$ cat config.mk
export PLATFORM = sky130hd
export DESIGN_NAME = mem_bus_master_flat
export DESIGN_NICKNAME = d
export VERILOG_FILES = /design/src/rtl/mem_bus_master_if.sv /design/src/rtl/mem_bus_master.sv /design/src/flat_wrapper.sv
export SDC_FILE = /design/constraint.sdc
export NUM_CORES = 1
export LEC_CHECK = 0
export CAP_MARGIN = 5
export CORE_UTILIZATION = 40
export CTS_BUF_LIST = sky130_fd_sc_hd__clkbuf_2
export CTS_CLUSTER_DIAMETER = 40
export DETAILED_ROUTE_END_ITERATION = 10
export HOLD_SLACK_MARGIN = 0.02
export PLACE_DENSITY = 0.79
export SYNTH_ARGS = -nofsm -noshare
export SYNTH_HDL_FRONTEND = slang
export SYNTH_SLANG_ARGS = --single-unit
$ cat constraint.sdc
create_clock -name clk -period 4.3 [get_ports clk]
set_input_delay 0.86 -clock clk [delete_from_list [all_inputs] [get_ports clk]]
set_output_delay 0.86 -clock clk [all_outputs]
set_load 0.1 [all_outputs]
$ cat src/rtl/mem_bus_master_if.sv
// mem_bus_master_if: command, write-data, read-data and controller request signals of the bus master
interface mem_bus_master_if #(
  parameter int ADDR_W = 4,
  parameter int DATA_W = 8
);
  logic              cmd_valid;
  logic              cmd_ready;
  logic              cmd_write;
  logic [ADDR_W-1:0] cmd_addr;
  logic [ADDR_W-1:0] cmd_len;
  logic              wdata_valid;
  logic              wdata_ready;
  logic [DATA_W-1:0] wdata;
  logic              rdata_valid;
  logic              rdata_ready;
  logic [DATA_W-1:0] rdata;
  logic              rdata_last;
  logic              busy;
  logic              cpu_wr;
  logic              cpu_rd;
  logic [ADDR_W-1:0] cpu_addr;
  logic [DATA_W-1:0] cpu_data;
  logic [DATA_W-1:0] mem_data;
  modport master (
    input  cmd_valid, cmd_write, cmd_addr, cmd_len, wdata_valid, wdata, rdata_ready, mem_data,
    output cmd_ready, wdata_ready, rdata_valid, rdata, rdata_last, busy, cpu_wr, cpu_rd, cpu_addr, cpu_data
  );
  modport slave (
    output cmd_valid, cmd_write, cmd_addr, cmd_len, wdata_valid, wdata, rdata_ready, mem_data,
    input  cmd_ready, wdata_ready, rdata_valid, rdata, rdata_last, busy, cpu_wr, cpu_rd, cpu_addr, cpu_data
  );
endinterface

$ cat src/rtl/mem_bus_master.sv
// mem_bus_master: single/burst command initiator driving a memory controller request port
module mem_bus_master #(
  parameter int ADDR_W = 4,
  parameter int DATA_W = 8,
  parameter int RD_LAT = 1
) (
  input logic clk,
  input logic rst,
  mem_bus_master_if.master bus
);
  localparam int CW = (RD_LAT > 1) ? $clog2(RD_LAT) : 1;
  typedef enum logic [2:0] {IDLE, WR_DATA, WR_PULSE, WR_HOLD, RD_ISSUE, RD_WAIT, RD_OUT} state_t;
  state_t            state_q, state_d;
  logic [ADDR_W-1:0] addr_q, addr_d, beats_q, beats_d, cpu_addr_q, cpu_addr_d;
  logic [DATA_W-1:0] cpu_data_q, cpu_data_d, rdata_q, rdata_d;
  logic [CW-1:0]     cnt_q, cnt_d;
  logic              cmd_ready_q, cmd_ready_d, wdata_ready_q, wdata_ready_d;
  logic              rdata_valid_q, rdata_valid_d, rdata_last_q, rdata_last_d;
  logic              busy_q, busy_d, cpu_wr_q, cpu_wr_d, cpu_rd_q, cpu_rd_d;

  // Burst sequencing; every output is decoded from the upcoming state so it is registered
  always_comb begin
    state_d    = state_q;
    addr_d     = addr_q;
    beats_d    = beats_q;
    cnt_d      = cnt_q;
    cpu_addr_d = cpu_addr_q;
    cpu_data_d = cpu_data_q;
    rdata_d    = rdata_q;
    case (state_q)
      IDLE: if (bus.cmd_valid && cmd_ready_q) begin
        addr_d  = bus.cmd_addr;
        beats_d = bus.cmd_len;
        state_d = bus.cmd_write ? WR_DATA : RD_ISSUE;
      end
      WR_DATA: if (bus.wdata_valid && wdata_ready_q) begin
        cpu_data_d = bus.wdata;
        cpu_addr_d = addr_q;
        state_d    = WR_PULSE;
      end
      WR_PULSE: state_d = WR_HOLD;
      WR_HOLD, RD_OUT: if (state_q == WR_HOLD || (bus.rdata_ready && rdata_valid_q)) begin
        beats_d = beats_q - ADDR_W'(1);
        addr_d  = addr_q + ADDR_W'(1);
        state_d = (beats_q == '0) ? IDLE : (state_q == WR_HOLD) ? WR_DATA : RD_ISSUE;
      end
      RD_ISSUE: begin
        cnt_d   = CW'(RD_LAT - 1);
        rdata_d = (RD_LAT == 0) ? bus.mem_data : rdata_q;
        state_d = (RD_LAT == 0) ? RD_OUT : RD_WAIT;
      end
      RD_WAIT: begin
        cnt_d   = cnt_q - CW'(1);
        rdata_d = (cnt_q == '0) ? bus.mem_data : rdata_q;
        state_d = (cnt_q == '0) ? RD_OUT : RD_WAIT;
      end
      default: state_d = IDLE;
    endcase
    if (state_d == RD_ISSUE) cpu_addr_d = addr_d;
    cmd_ready_d   = state_d == IDLE;
    wdata_ready_d = state_d == WR_DATA;
    rdata_valid_d = state_d == RD_OUT;
    rdata_last_d  = state_d == RD_OUT && beats_d == '0;
    busy_d        = state_d != IDLE;
    cpu_wr_d      = state_d == WR_PULSE;
    cpu_rd_d      = state_d == RD_ISSUE;
  end

  // State and output registers; reset drops the strobes without waiting for a clock
  always_ff @(posedge clk or posedge rst) begin
    if (rst) begin
      state_q       <= IDLE;
      addr_q        <= '0;
      beats_q       <= '0;
      cnt_q         <= '0;
      cpu_addr_q    <= '0;
      cpu_data_q    <= '0;
      rdata_q       <= '0;
      cmd_ready_q   <= 1'b0;
      wdata_ready_q <= 1'b0;
      rdata_valid_q <= 1'b0;
      rdata_last_q  <= 1'b0;
      busy_q        <= 1'b0;
      cpu_wr_q      <= 1'b0;
      cpu_rd_q      <= 1'b0;
    end else begin
      state_q       <= state_d;
      addr_q        <= addr_d;
      beats_q       <= beats_d;
      cnt_q         <= cnt_d;
      cpu_addr_q    <= cpu_addr_d;
      cpu_data_q    <= cpu_data_d;
      rdata_q       <= rdata_d;
      cmd_ready_q   <= cmd_ready_d;
      wdata_ready_q <= wdata_ready_d;
      rdata_valid_q <= rdata_valid_d;
      rdata_last_q  <= rdata_last_d;
      busy_q        <= busy_d;
      cpu_wr_q      <= cpu_wr_d;
      cpu_rd_q      <= cpu_rd_d;
    end
  end

  assign bus.cmd_ready   = cmd_ready_q;
  assign bus.wdata_ready = wdata_ready_q;
  assign bus.rdata_valid = rdata_valid_q;
  assign bus.rdata       = rdata_q;
  assign bus.rdata_last  = rdata_last_q;
  assign bus.busy        = busy_q;
  assign bus.cpu_wr      = cpu_wr_q;
  assign bus.cpu_rd      = cpu_rd_q;
  assign bus.cpu_addr    = cpu_addr_q;
  assign bus.cpu_data    = cpu_data_q;
endmodule

$ cat src/flat_wrapper.sv
// flat-port wrapper written by rule: the top's interface ports become plain ports
module mem_bus_master_flat 
#(
  parameter int ADDR_W = 4,
  parameter int DATA_W = 8,
  parameter int RD_LAT = 1
)
  (clk, rst, bus_cmd_valid, bus_cmd_write, bus_cmd_addr, bus_cmd_len, bus_wdata_valid, bus_wdata, bus_rdata_ready, bus_mem_data, bus_cmd_ready, bus_wdata_ready, bus_rdata_valid, bus_rdata, bus_rdata_last, bus_busy, bus_cpu_wr, bus_cpu_rd, bus_cpu_addr, bus_cpu_data);
  mem_bus_master_if #(.ADDR_W(ADDR_W), .DATA_W(DATA_W)) bus_i ();
  input logic clk;
  input logic rst;
  input wire logic [$bits(bus_i.cmd_valid)-1:0] bus_cmd_valid;
  input wire logic [$bits(bus_i.cmd_write)-1:0] bus_cmd_write;
  input wire logic [$bits(bus_i.cmd_addr)-1:0] bus_cmd_addr;
  input wire logic [$bits(bus_i.cmd_len)-1:0] bus_cmd_len;
  input wire logic [$bits(bus_i.wdata_valid)-1:0] bus_wdata_valid;
  input wire logic [$bits(bus_i.wdata)-1:0] bus_wdata;
  input wire logic [$bits(bus_i.rdata_ready)-1:0] bus_rdata_ready;
  input wire logic [$bits(bus_i.mem_data)-1:0] bus_mem_data;
  output wire logic [$bits(bus_i.cmd_ready)-1:0] bus_cmd_ready;
  output wire logic [$bits(bus_i.wdata_ready)-1:0] bus_wdata_ready;
  output wire logic [$bits(bus_i.rdata_valid)-1:0] bus_rdata_valid;
  output wire logic [$bits(bus_i.rdata)-1:0] bus_rdata;
  output wire logic [$bits(bus_i.rdata_last)-1:0] bus_rdata_last;
  output wire logic [$bits(bus_i.busy)-1:0] bus_busy;
  output wire logic [$bits(bus_i.cpu_wr)-1:0] bus_cpu_wr;
  output wire logic [$bits(bus_i.cpu_rd)-1:0] bus_cpu_rd;
  output wire logic [$bits(bus_i.cpu_addr)-1:0] bus_cpu_addr;
  output wire logic [$bits(bus_i.cpu_data)-1:0] bus_cpu_data;
  assign bus_i.cmd_valid = bus_cmd_valid;
  assign bus_i.cmd_write = bus_cmd_write;
  assign bus_i.cmd_addr = bus_cmd_addr;
  assign bus_i.cmd_len = bus_cmd_len;
  assign bus_i.wdata_valid = bus_wdata_valid;
  assign bus_i.wdata = bus_wdata;
  assign bus_i.rdata_ready = bus_rdata_ready;
  assign bus_i.mem_data = bus_mem_data;
  assign bus_cmd_ready = bus_i.cmd_ready;
  assign bus_wdata_ready = bus_i.wdata_ready;
  assign bus_rdata_valid = bus_i.rdata_valid;
  assign bus_rdata = bus_i.rdata;
  assign bus_rdata_last = bus_i.rdata_last;
  assign bus_busy = bus_i.busy;
  assign bus_cpu_wr = bus_i.cpu_wr;
  assign bus_cpu_rd = bus_i.cpu_rd;
  assign bus_cpu_addr = bus_i.cpu_addr;
  assign bus_cpu_data = bus_i.cpu_data;
  mem_bus_master #(.ADDR_W(ADDR_W), .DATA_W(DATA_W), .RD_LAT(RD_LAT)) u_core (.clk(clk), .rst(rst), .bus(bus_i));
endmodule
Word-level counts from Yosys, hierarchy flattened:

Index checks and enable logic that the tools add are counted.

* reduce and logical (&&, ||, !) cells: 17
* multiply operators: 0
* shift operators: 0
* add/sub/neg operators: 3
* multiplexer cells: 18
* eq/ne operators: 10
* div/mod/pow operators: 0
* bitwise gates (word level): 1
* $lt $le $gt $ge: 0

Operators by type and width (count)
* 4-bit two-way mux: 7
* 3-bit two-way mux: 6
* 3-bit one-hot mux with 6 select lines: 1
* 4-bit one-hot mux with 2 select lines: 2
* 3-bit equality test, second input constant: 5
* 3-bit by 2-bit equality test with 1-bit output, second input constant: 3
* 4-bit logical NOT: 2
* 3-bit by 1-bit equality test with 1-bit output, second input constant: 2
* 3-bit logical NOT: 2
* 2-bit AND reduction: 3
* 2-bit nonzero test: 3
* 4-bit by 1-bit adder with 4-bit output, second input constant: 1
* 1-bit logical AND: 4
* 4-bit by 1-bit subtractor with 4-bit output, second input constant: 1
* 3-bit nonzero test: 1
* 2-bit two-way mux: 1
* 1-bit one-hot mux with 2 select lines: 1
* 2-bit OR reduction: 1
* 1-bit logical OR: 1
* 1-bit inverter: 1
* 1-bit subtractor, second input constant: 1

* input bits: 30
* latch bits: 0
* bits in writable memories: 0
* memories: 0
* word-level logic and storage cells: 63
* flip-flop bits (word level): 39
* ROM bits: 0

Depth between registers and ports, before layout:

Gate-level depths: netlist of run 1.

* word-level depth: 8
* gate-level depth with buffers: 8
* gate-level depth less buffers: 8

Least setup slack after synthesis of run 1:

No wires, ideal clock.

* path type: reg2reg
* start: reg u_core.rdata_valid_q, in the netlist u_core.bus.rdata_valid
* end: reg u_core.rdata_last_q, in the netlist u_core.bus.rdata_last
* setup time: 81 ps
* data arrival time: 2386 ps
* stages on the path, launching flop included: 7
* path slack: 1833 ps
* data required time: 4219 ps
* cells stage by stage: dfrtp_1 and4b_1 o21a_4 nor2_2 a221o_1 or4_1 nor3_2

* word-level cells in the longest chain between the ends: 6
* elaborated cells on any way between the ends: 9

Ends and longest elaborated chain
* from (decl): line mem_bus_master.sv:18 `logic rdata_valid_q, rdata_valid_d, rdata_last_q, rdata_last_d;`
* from (signal assigned): line mem_bus_master.sv:96 `rdata_valid_q <= rdata_valid_d;`
* 1-bit logical AND: line mem_bus_master.sv:42 `WR_HOLD, RD_OUT: if (state_q == WR_HOLD || (bus.rdata_ready && rdata_valid_q)) begin`
* 1-bit logical OR: line mem_bus_master.sv:42
* 4-bit two-way mux: line mem_bus_master.sv:42
* 4-bit one-hot mux with 2 select lines: line mem_bus_master.sv:30 `case (state_q)`
* via u_core.beats_d[0]: line mem_bus_master.sv:14 `logic [ADDR_W-1:0] addr_q, addr_d, beats_q, beats_d, cpu_addr_q, cpu_addr_d;`
* 4-bit logical NOT: line mem_bus_master.sv:63 `rdata_last_d = state_d == RD_OUT && beats_d == '0;`
* 1-bit logical AND: line mem_bus_master.sv:63
* via u_core.rdata_last_d: line mem_bus_master.sv:18
* to (signal assigned): line mem_bus_master.sv:97 `rdata_last_q <= rdata_last_d;`
* to (decl): line mem_bus_master.sv:18

The timed path passes the listed nets, and every way through them passes these cells.
A chain may end at the register's enable or synchronous reset.

Worst setup path in the final report of run 1:

* start: reg u_core.cmd_ready_q, in the netlist u_core.bus.cmd_ready
* end: out bus_cmd_ready

RTL lines
* from (decl): line mem_bus_master.sv:17 `logic cmd_ready_q, cmd_ready_d, wdata_ready_q, wdata_ready_d;`
* from (signal assigned): line mem_bus_master.sv:94 `cmd_ready_q <= cmd_ready_d;`
* to (decl): line flat_wrapper.sv:20 `output wire logic [$bits(bus_i.cmd_ready)-1:0] bus_cmd_ready;`

No word-level cell between the ends.

==> impl_summary.md, run 1 <==
STA
The slew at the pin closest to its max-slew limit is 986 ps. Summed over all failing endpoints, the final setup total negative slack is 0 ps. The number of pins with negative max-slew slack in the final report is 0.

Setup repair after global routing left no endpoint under its margin. The final number of hold-violating endpoints is 0. The max-slew headroom at the worst pin is 34.1%. Dividing the final minimum period by the clock period gives 65.2%. The number of setup violations in the final report is 0. The worst path in the final design needs a cycle of 2810 ps, including I/O delays and setup.

The post-route clock skew is 17.3 ps. The fmax is 0.356 GHz.

Die
The die footprint is 4740 um2. The die span in y is 68.8 um. The number of I/O pins is 57. The region available for standard cell placement spans 4140 um2. The initial core utilization is 43.1%.

The die is 68.8 um wide. The number of placement rows is 23.

Global routing
The number of global-route vias before repair came to 1381. Global routing used 17.8% of the available tracks across all layers. The total global routing overflow is 0. The number of antenna violations at the first check in global routing was 0. The first global-routing pass estimated 6.19 mm of wire.

The maximum number of pins on one net before global-route repair is 40.

Route
In the final routed layout, each cell accounts on average for 14.5 um. The antenna violation net count after detailed routing is 0. The routed layout has 1374 vias. The per-cell via count in the routed design is 5.37. The DRC violations left is 0.

For this run, the detailed router's first-pass iteration total came to 5. The final routed wirelength across all metal layers is 3.72 mm. The iteration-0 DRC count of the detailed router is 94.

Finish
The multi-input combinational cells in the finished layout cover a total of 764 um2. The repair_antennas step left the layout with diodes totalling 0. Cells with a size suffix above 1 make up 17.0% of the layout.

Registers take 976 um2. The count of filler cells inserted in the layout is 376. The net count of the finished layout is 238.

From synthesis to final layout, the design area changed by 36.5%.

Placement
The final RePlAce weighted congestion is 0.861. Buffers placed on the I/O ports in this run total 56. The detailed-placement wirelength estimate is 2.73 mm.

Synth
The synthesized design contains 39 register bits. The number of synthesized flops with an enable pin is 0. The area fraction of the dominant cell type after synthesis is 54.6%. Dividing the synthesized area by the synthesized cell count gives 12.3 um2. The predominant post-synthesis flop cell is sky130_fd_sc_hd__dfrtp_1. The most common cell in the synthesized netlist is sky130_fd_sc_hd__dfrtp_1. The number of library cell types mapped by synthesis is 41. Synthesis produced a netlist whose cell count is 145.

After synthesis, flip-flops and latches occupy 54.6% of the total area. The count of synthesis-stage warnings from yosys is 0. Ranked by instance count, the synthesized netlist is headed by sky130_fd_sc_hd__dfrtp_1 (39), sky130_fd_sc_hd__mux2_2 (16), sky130_fd_sc_hd__nand2_1 (11), sky130_fd_sc_hd__nor2_1 (8), sky130_fd_sc_hd__a221o_1 (7). When the netlist entered floorplanning its net count stood at 177. The cell area that synthesis handed to floorplanning was 1790 um2. The async set or reset register ratio after synthesis is 100%.

After synthesis, the cell types taking the most area are sky130_fd_sc_hd__dfrtp_1 (55%), sky130_fd_sc_hd__mux2_2 (10%), sky130_fd_sc_hd__a221o_1 (3.9%). Of all cell types, the one taking the most synthesized area is sky130_fd_sc_hd__dfrtp_1.

Clock network
The clock edge transition at the registers on the reported setup and hold paths is 170 ps. The post-CTS resize count is 0. The clock latency of the later-clocked register in the worst-skew pair is 370 ps. The maximum clock insertion buffer count is 2. In this run the clock root is driven by a sky130_fd_sc_hd__clkbuf_2. The H-tree generated during clock tree synthesis spans 2 levels. Buffers inserted to repair hold after CTS numbered 0. Once the clock tree was built, the setup fixing pass inserted 0 buffers. The CTS sink count is 39. The number of buffers added by the clock tree synthesis step is 5. The CTS tree is built.

Critical path
Among cell families on the critical path, the largest total delay comes from buffers and inverters. The launching element type of the critical path is a flop. The sum of buffers and inverters on the critical path is 1. The biggest fanout along the worst timing path is 3. The slowest stage cell on the critical path is sky130_fd_sc_hd__clkdlybuf4s50_1. The category of the worst setup path capture point is a primary output. Data on the critical path is required at its endpoint by 3440 ps. The kind of critical path is reg -> out. Walking the worst path, the cells encountered are clkdlybuf4s50_1. In this design, the stage delay of the slowest critical-path cell is 1150 ps. The arrival time at the worst endpoint is 1950 ps.

Run
Max-cap violations in this run came to 0.

Min path
The class of the most critical hold timing path is reg -> reg.

Status
The run finished with clean final reports.
-- placed cells by master, fill, tap and decap left out, types with 2 or more instances in the layout --
master / n
sky130_fd_sc_hd__or4_1: 2
sky130_fd_sc_hd__nor2b_1: 2
sky130_fd_sc_hd__o21a_1: 2
sky130_fd_sc_hd__nor2_1: 8
sky130_fd_sc_hd__dfrtp_1: 39
sky130_fd_sc_hd__inv_1: 6
sky130_fd_sc_hd__nor2_2: 2
sky130_fd_sc_hd__nand2_1: 11
sky130_fd_sc_hd__clkbuf_2: 5
sky130_fd_sc_hd__o211ai_1: 3
sky130_fd_sc_hd__o21ai_0: 2
sky130_fd_sc_hd__ha_1: 2
sky130_fd_sc_hd__a22oi_1: 3
sky130_fd_sc_hd__nand2b_1: 5
sky130_fd_sc_hd__clkdlybuf4s50_1: 56
sky130_fd_sc_hd__buf_4: 2
sky130_fd_sc_hd__mux2_2: 16
sky130_fd_sc_hd__nand3_1: 3
sky130_fd_sc_hd__a221o_1: 7
sky130_fd_sc_hd__and2_1: 4
sky130_fd_sc_hd__nor4_1: 2
-- path summary, 6_finish.rpt --
check | startpoint | endpoint | slack, ps | cells after the start
min in group asynchronous | rst | u_core.bus.cpu_data[3] | 860 | 3
setup / recovery | u_core.bus.cmd_ready | bus_cmd_ready | 1490 | 1
hold reg to reg | u_core.cnt_q | u_core.cnt_q | 490 | 1
setup reg to reg | u_core.beats_q[0] | u_core.bus.cpu_addr[1] | 2020 | 7
max in group asynchronous | rst | u_core.bus.rdata[5] | 3090 | 3
hold / removal | u_core.cnt_q | u_core.cnt_q | 490 | 1
-- state kept, by name (all words and copies together), names as in the netlist --
register and flops:
u_core.bus.cpu_data 8, u_core.bus.rdata_last 1, u_core.bus.rdata_valid 1, u_core.bus.cmd_ready 1, u_core.bus.cpu_wr 1, u_core.bus.wdata_ready 1, u_core.bus.rdata 8, u_core.bus.cpu_rd 1
u_core.addr_q 4, u_core.beats_q 4, u_core.state_q 3, u_core.bus.cpu_addr 4, u_core.bus.busy 1, u_core.cnt_q 1
-- worst register-to-register path, stage by stage, from the launching register on --
cell                       delay, ps
sky130_fd_sc_hd__dfrtp_1         460
sky130_fd_sc_hd__inv_1            70
sky130_fd_sc_hd__ha_1            200
sky130_fd_sc_hd__nand2b_1        110
sky130_fd_sc_hd__o311a_1         320
sky130_fd_sc_hd__a2111o_1        420
sky130_fd_sc_hd__o21ba_1         260
sky130_fd_sc_hd__a221o_1         350
-- layer usage --
metal | global-route usage [%] | up-vias | part of all wire (%) | wire length, um
li1 | - | 656 | - | -
met1 | 23.9 | 659 | 46 | 1710
met2 | 28.4 | 55 | 46 | 1720
met3 | 5.26 | 4 | 7.2 | 269
met4 | 3.83 | 0 | 0.65 | 24
met5 | 0 | - | 0 | 0
-- logic make-up (layout without fill, tap and decap cells) --
| group | after synthesis | after routing | share of synthesized area, % |
|---|---|---|---|
| AO/OA/AOI/OAI | 28 | 28 | 14.1 |
| adder cells (fa/ha/maj) | 2 | 2 | 1.40 |
| buffers and inverters | 11 | 72 | 2.94 |
| flip-flops | 39 | 39 | 54.6 |
| multiplexers | 17 | 17 | 10.6 |
| AND/OR/NAND/NOR | 48 | 48 | 16.3 |
-- final cells by class --
type / instances / area share (%)
clock inverters: 2 / 0.359
well taps: 50 / 2.57
multi-input cells: 95 / 31.3
inverters: 7 / 1.08
repair buffers: 58 / 23.6
clock buffers: 5 / 1.03
flip-flops and latches: 39 / 40.0
-- metrics by stage --
stage                     instance area (um2)  hold WS (ps)  std cells  utilization [%]  setup WS, ps
after global placement                   2400           454        249             58.0          1400
after floorplan                          1790           441        145                -          1830
after CTS                                2440           497        256             58.8          1450
final                                    2440           493        256             58.8          1490
after global routing                     2440           510        256             58.8          1370
after detailed placement                 2400           458        249             58.0          1400
Power of run 1 is not shown: default switching activity piles up to over one toggle a cycle in this logic, so the estimate is an artifact.
==> run 2: changes to the inputs <==
--- a/config.mk
+++ b/config.mk
@@ -11,7 +11,7 @@
 export CTS_CLUSTER_DIAMETER = 40
 export DETAILED_ROUTE_END_ITERATION = 10
 export HOLD_SLACK_MARGIN = 0.02
-export PLACE_DENSITY = 0.79
+export PLACE_DENSITY = 0.81
 export SYNTH_ARGS = -nofsm -noshare
 export SYNTH_HDL_FRONTEND = slang
 export SYNTH_SLANG_ARGS = --single-unit
==> constraint.sdc (replaced) <==
create_clock -name clk -period 2.5 [get_ports clk]
set_input_delay 0.5 -clock clk [delete_from_list [all_inputs] [get_ports clk]]
set_output_delay 0.5 -clock clk [all_outputs]
set_load 0.1 [all_outputs]
==> impl_summary.md, run 2 (synthesis gave the netlist of run 1 again) <==
Min path
The class of the most critical hold timing path is in -> async.

Global routing
The number of global-route vias before repair is 1357 (-1.7%). The wire length of the first global-routing pass is 6.31 mm (+2.0%). The aggregate global-route resource usage was 18.6% (+0.84 points). The maximum number of pins on one net before global-route repair was 40 (unchanged). The total global routing overflow is 0 (unchanged).

The number of antenna violations at the first check in global routing is 0 (unchanged).

Clock network
The post-CTS resize count was 0 (unchanged). The hold-fix buffer count after cts is 0 (unchanged). The clock edge transition at the registers on the reported setup and hold paths is 200 ps (+30 ps). TritonCTS built the clock tree.

The CTS sink count came to 39 (unchanged). The total number of H-tree levels is 2 (unchanged). The maximum clock insertion buffer count is 2 (unchanged). The tree is rooted in a sky130_fd_sc_hd__clkbuf_2.

The post-CTS repair timing setup buffer count is 0 (unchanged). The clock latency of the later-clocked register in the worst-skew pair is 380 ps (about the same). The number of buffers added by the clock tree synthesis step is 5 (unchanged).

Finish
The final standard cell area without fillers came to 2420 um2 (-0.77%). The library cells used most frequently in the layout, excluding fill and tap cells, are sky130_fd_sc_hd__dfrtp_1 (39), sky130_fd_sc_hd__buf_4 (35), sky130_fd_sc_hd__clkdlybuf4s50_1 (29). The leading cell type in the layout, fill and taps excluded is sky130_fd_sc_hd__dfrtp_1. The final-stage net count is 244 (+2.5%). The count of filler cells inserted in the layout is 369 (-1.9%). The area taken by multi-input logic gates is 764 um2 (unchanged).

The synthesis-to-finish area growth is 35.4%. The count of inserted antenna diode cells is 0 (unchanged). The share of cells above drive strength 1 is 31.9% (+15 points). The register cell area after layout is 976 um2 (unchanged).

STA
The slew at the pin closest to its max-slew limit is 486 ps (-500 ps). The number of pins with negative max-slew slack in the final report is 0 (unchanged). The worst hold-check slack was 502 ps (+9.33 ps). The number of setup violations in the final report was 0 (unchanged). The clock period could shrink to 2250 ps. The max-slew headroom at the worst pin is 67.6% (+34 points). The final number of hold-violating endpoints is 0 (unchanged). Timing would allow up to 0.445 GHz. The share of the cycle needed by the critical path after routing is 89.8%. The post-route clock skew is 19.9 ps (+2.64 ps). Setup repair after global routing left no endpoint under its margin.

Status
The run finished with clean final reports.

Critical path
The biggest fanout along the worst timing path is 12 (+9). The arrival time at the worst endpoint is 2570 ps (+620 ps). The worst stage delay on the critical path is 680 ps (-470 ps). The worst setup path is launched from a flop. The required time of the critical path is 2820 ps (-620 ps). The sum of buffers and inverters on the critical path is 0 (-1).

For this design, the slowest cell found on the critical path is sky130_fd_sc_hd__dfrtp_1. In this design, the largest share of critical-path delay is due to simple AND/OR/NAND/NOR gates. The setup path with the least slack is of type reg -> reg. The number of cells on the critical path is 6 (+5).

The worst setup path is captured at a flop. Traced cell by cell, the critical path runs through and4b_1, o21a_4, nor2_2, a221o_1, or4_1, nor3_2. The count of cells along the worst register-to-register path is 6 (-1).

Route
The antenna violation net count after detailed routing is 0 (unchanged). The per-cell via count in the routed design is 5.40 (+0.60%). The number of vias after detailed routing is 1420 (+3.3%). The DRC violations left is 0 (unchanged).

The wire length per cell came to 14.6 um (+0.53%). The final routed wirelength across all metal layers is 3.84 mm (+3.3%). The detailed-router iteration count before antenna repair came to 4 (-1).

The iteration-0 DRC count of the detailed router is 96 (+2.1%).

Die
The overall die width came to 68.8 um (unchanged). The die footprint is 4740 um2 (unchanged). The die span in y is 68.8 um (unchanged). The initial core utilization is 43.1% (unchanged). The number of placement rows is 23 (unchanged). The area inside the core boundary is 4140 um2 (unchanged). The number of I/O pins is 57 (unchanged).

Placement
The final RePlAce weighted congestion came to 0.852 (-1.0%). The count of port buffers added during placement came to 56 (unchanged). The detailed-placement wirelength estimate is 2.77 mm (+1.4%). The total placed instance area is 2380 um2 (-0.94%).

Run
The number of max-cap violations is 0 (unchanged).
==> run 2: routing by layer <==
metal | track usage, % | vias to the layer above | share of wire [%]
li1 | - | 675 | -
met1 | 23.8 | 688 | 46
met2 | 29.8 | 52 | 46
met3 | 4.93 | 5 | 6.8
met4 | 7.65 | 0 | 1.1
met5 | 0 | - | 0
==> run 2: final cells by class <==
class	count	area share [%]
clock buffer	6	1.24
multi-input combinational	95	31.6
timing repair buffer	64	22.9
sequential	39	40.3
clock inverter	2	0.310
inverter	7	1.09
tap	50	2.59
==> run 2: worst min-delay path, cell delays in order <==
cell and delay (ps):
sky130_fd_sc_hd__clkdlybuf4s50_1 390, sky130_fd_sc_hd__inv_1 50, sky130_fd_sc_hd__buf_4 410
==> run 2: final timing paths <==
kind                                     endpoint         startpoint  slack, ps
max                         u_core.bus.rdata_last  u_core.state_q[2]        250
min                        u_core.bus.cpu_addr[2]                rst        500
max reg2reg                 u_core.bus.rdata_last  u_core.state_q[2]        250
min reg2reg                          u_core.cnt_q       u_core.cnt_q        510
max in group asynchronous            u_core.cnt_q                rst       1650
min in group clk                     u_core.cnt_q       u_core.cnt_q        510
==> run 2: stage by stage <==
stage	setup TNS, ps	setup slack (ps)	std cells	util (%)
final	0	254	263	58.4
after global routing	0	96.4	263	58.4
after CTS	0	246	263	58.4
after detailed placement	-13.5	-13.5	255	57.5
after global placement	0	54.6	255	57.5
after floorplan	0	33.2	145	-
Power of run 2 is left out for the same reason.
==> run 3: changes to the inputs <==
--- a/config.mk
+++ b/config.mk
@@ -10,7 +10,7 @@
 export CTS_BUF_LIST = sky130_fd_sc_hd__clkbuf_2
 export CTS_CLUSTER_DIAMETER = 40
 export DETAILED_ROUTE_END_ITERATION = 10
-export HOLD_SLACK_MARGIN = 0.02
+export HOLD_SLACK_MARGIN = 0.03
 export PLACE_DENSITY = 0.81
 export SYNTH_ARGS = -nofsm -noshare
 export SYNTH_HDL_FRONTEND = slang
==> results of run 3 <==
Same layout as run 2: the final DEF is identical, and so are final timing and power.
Power of run 3 is left out for the same reason.
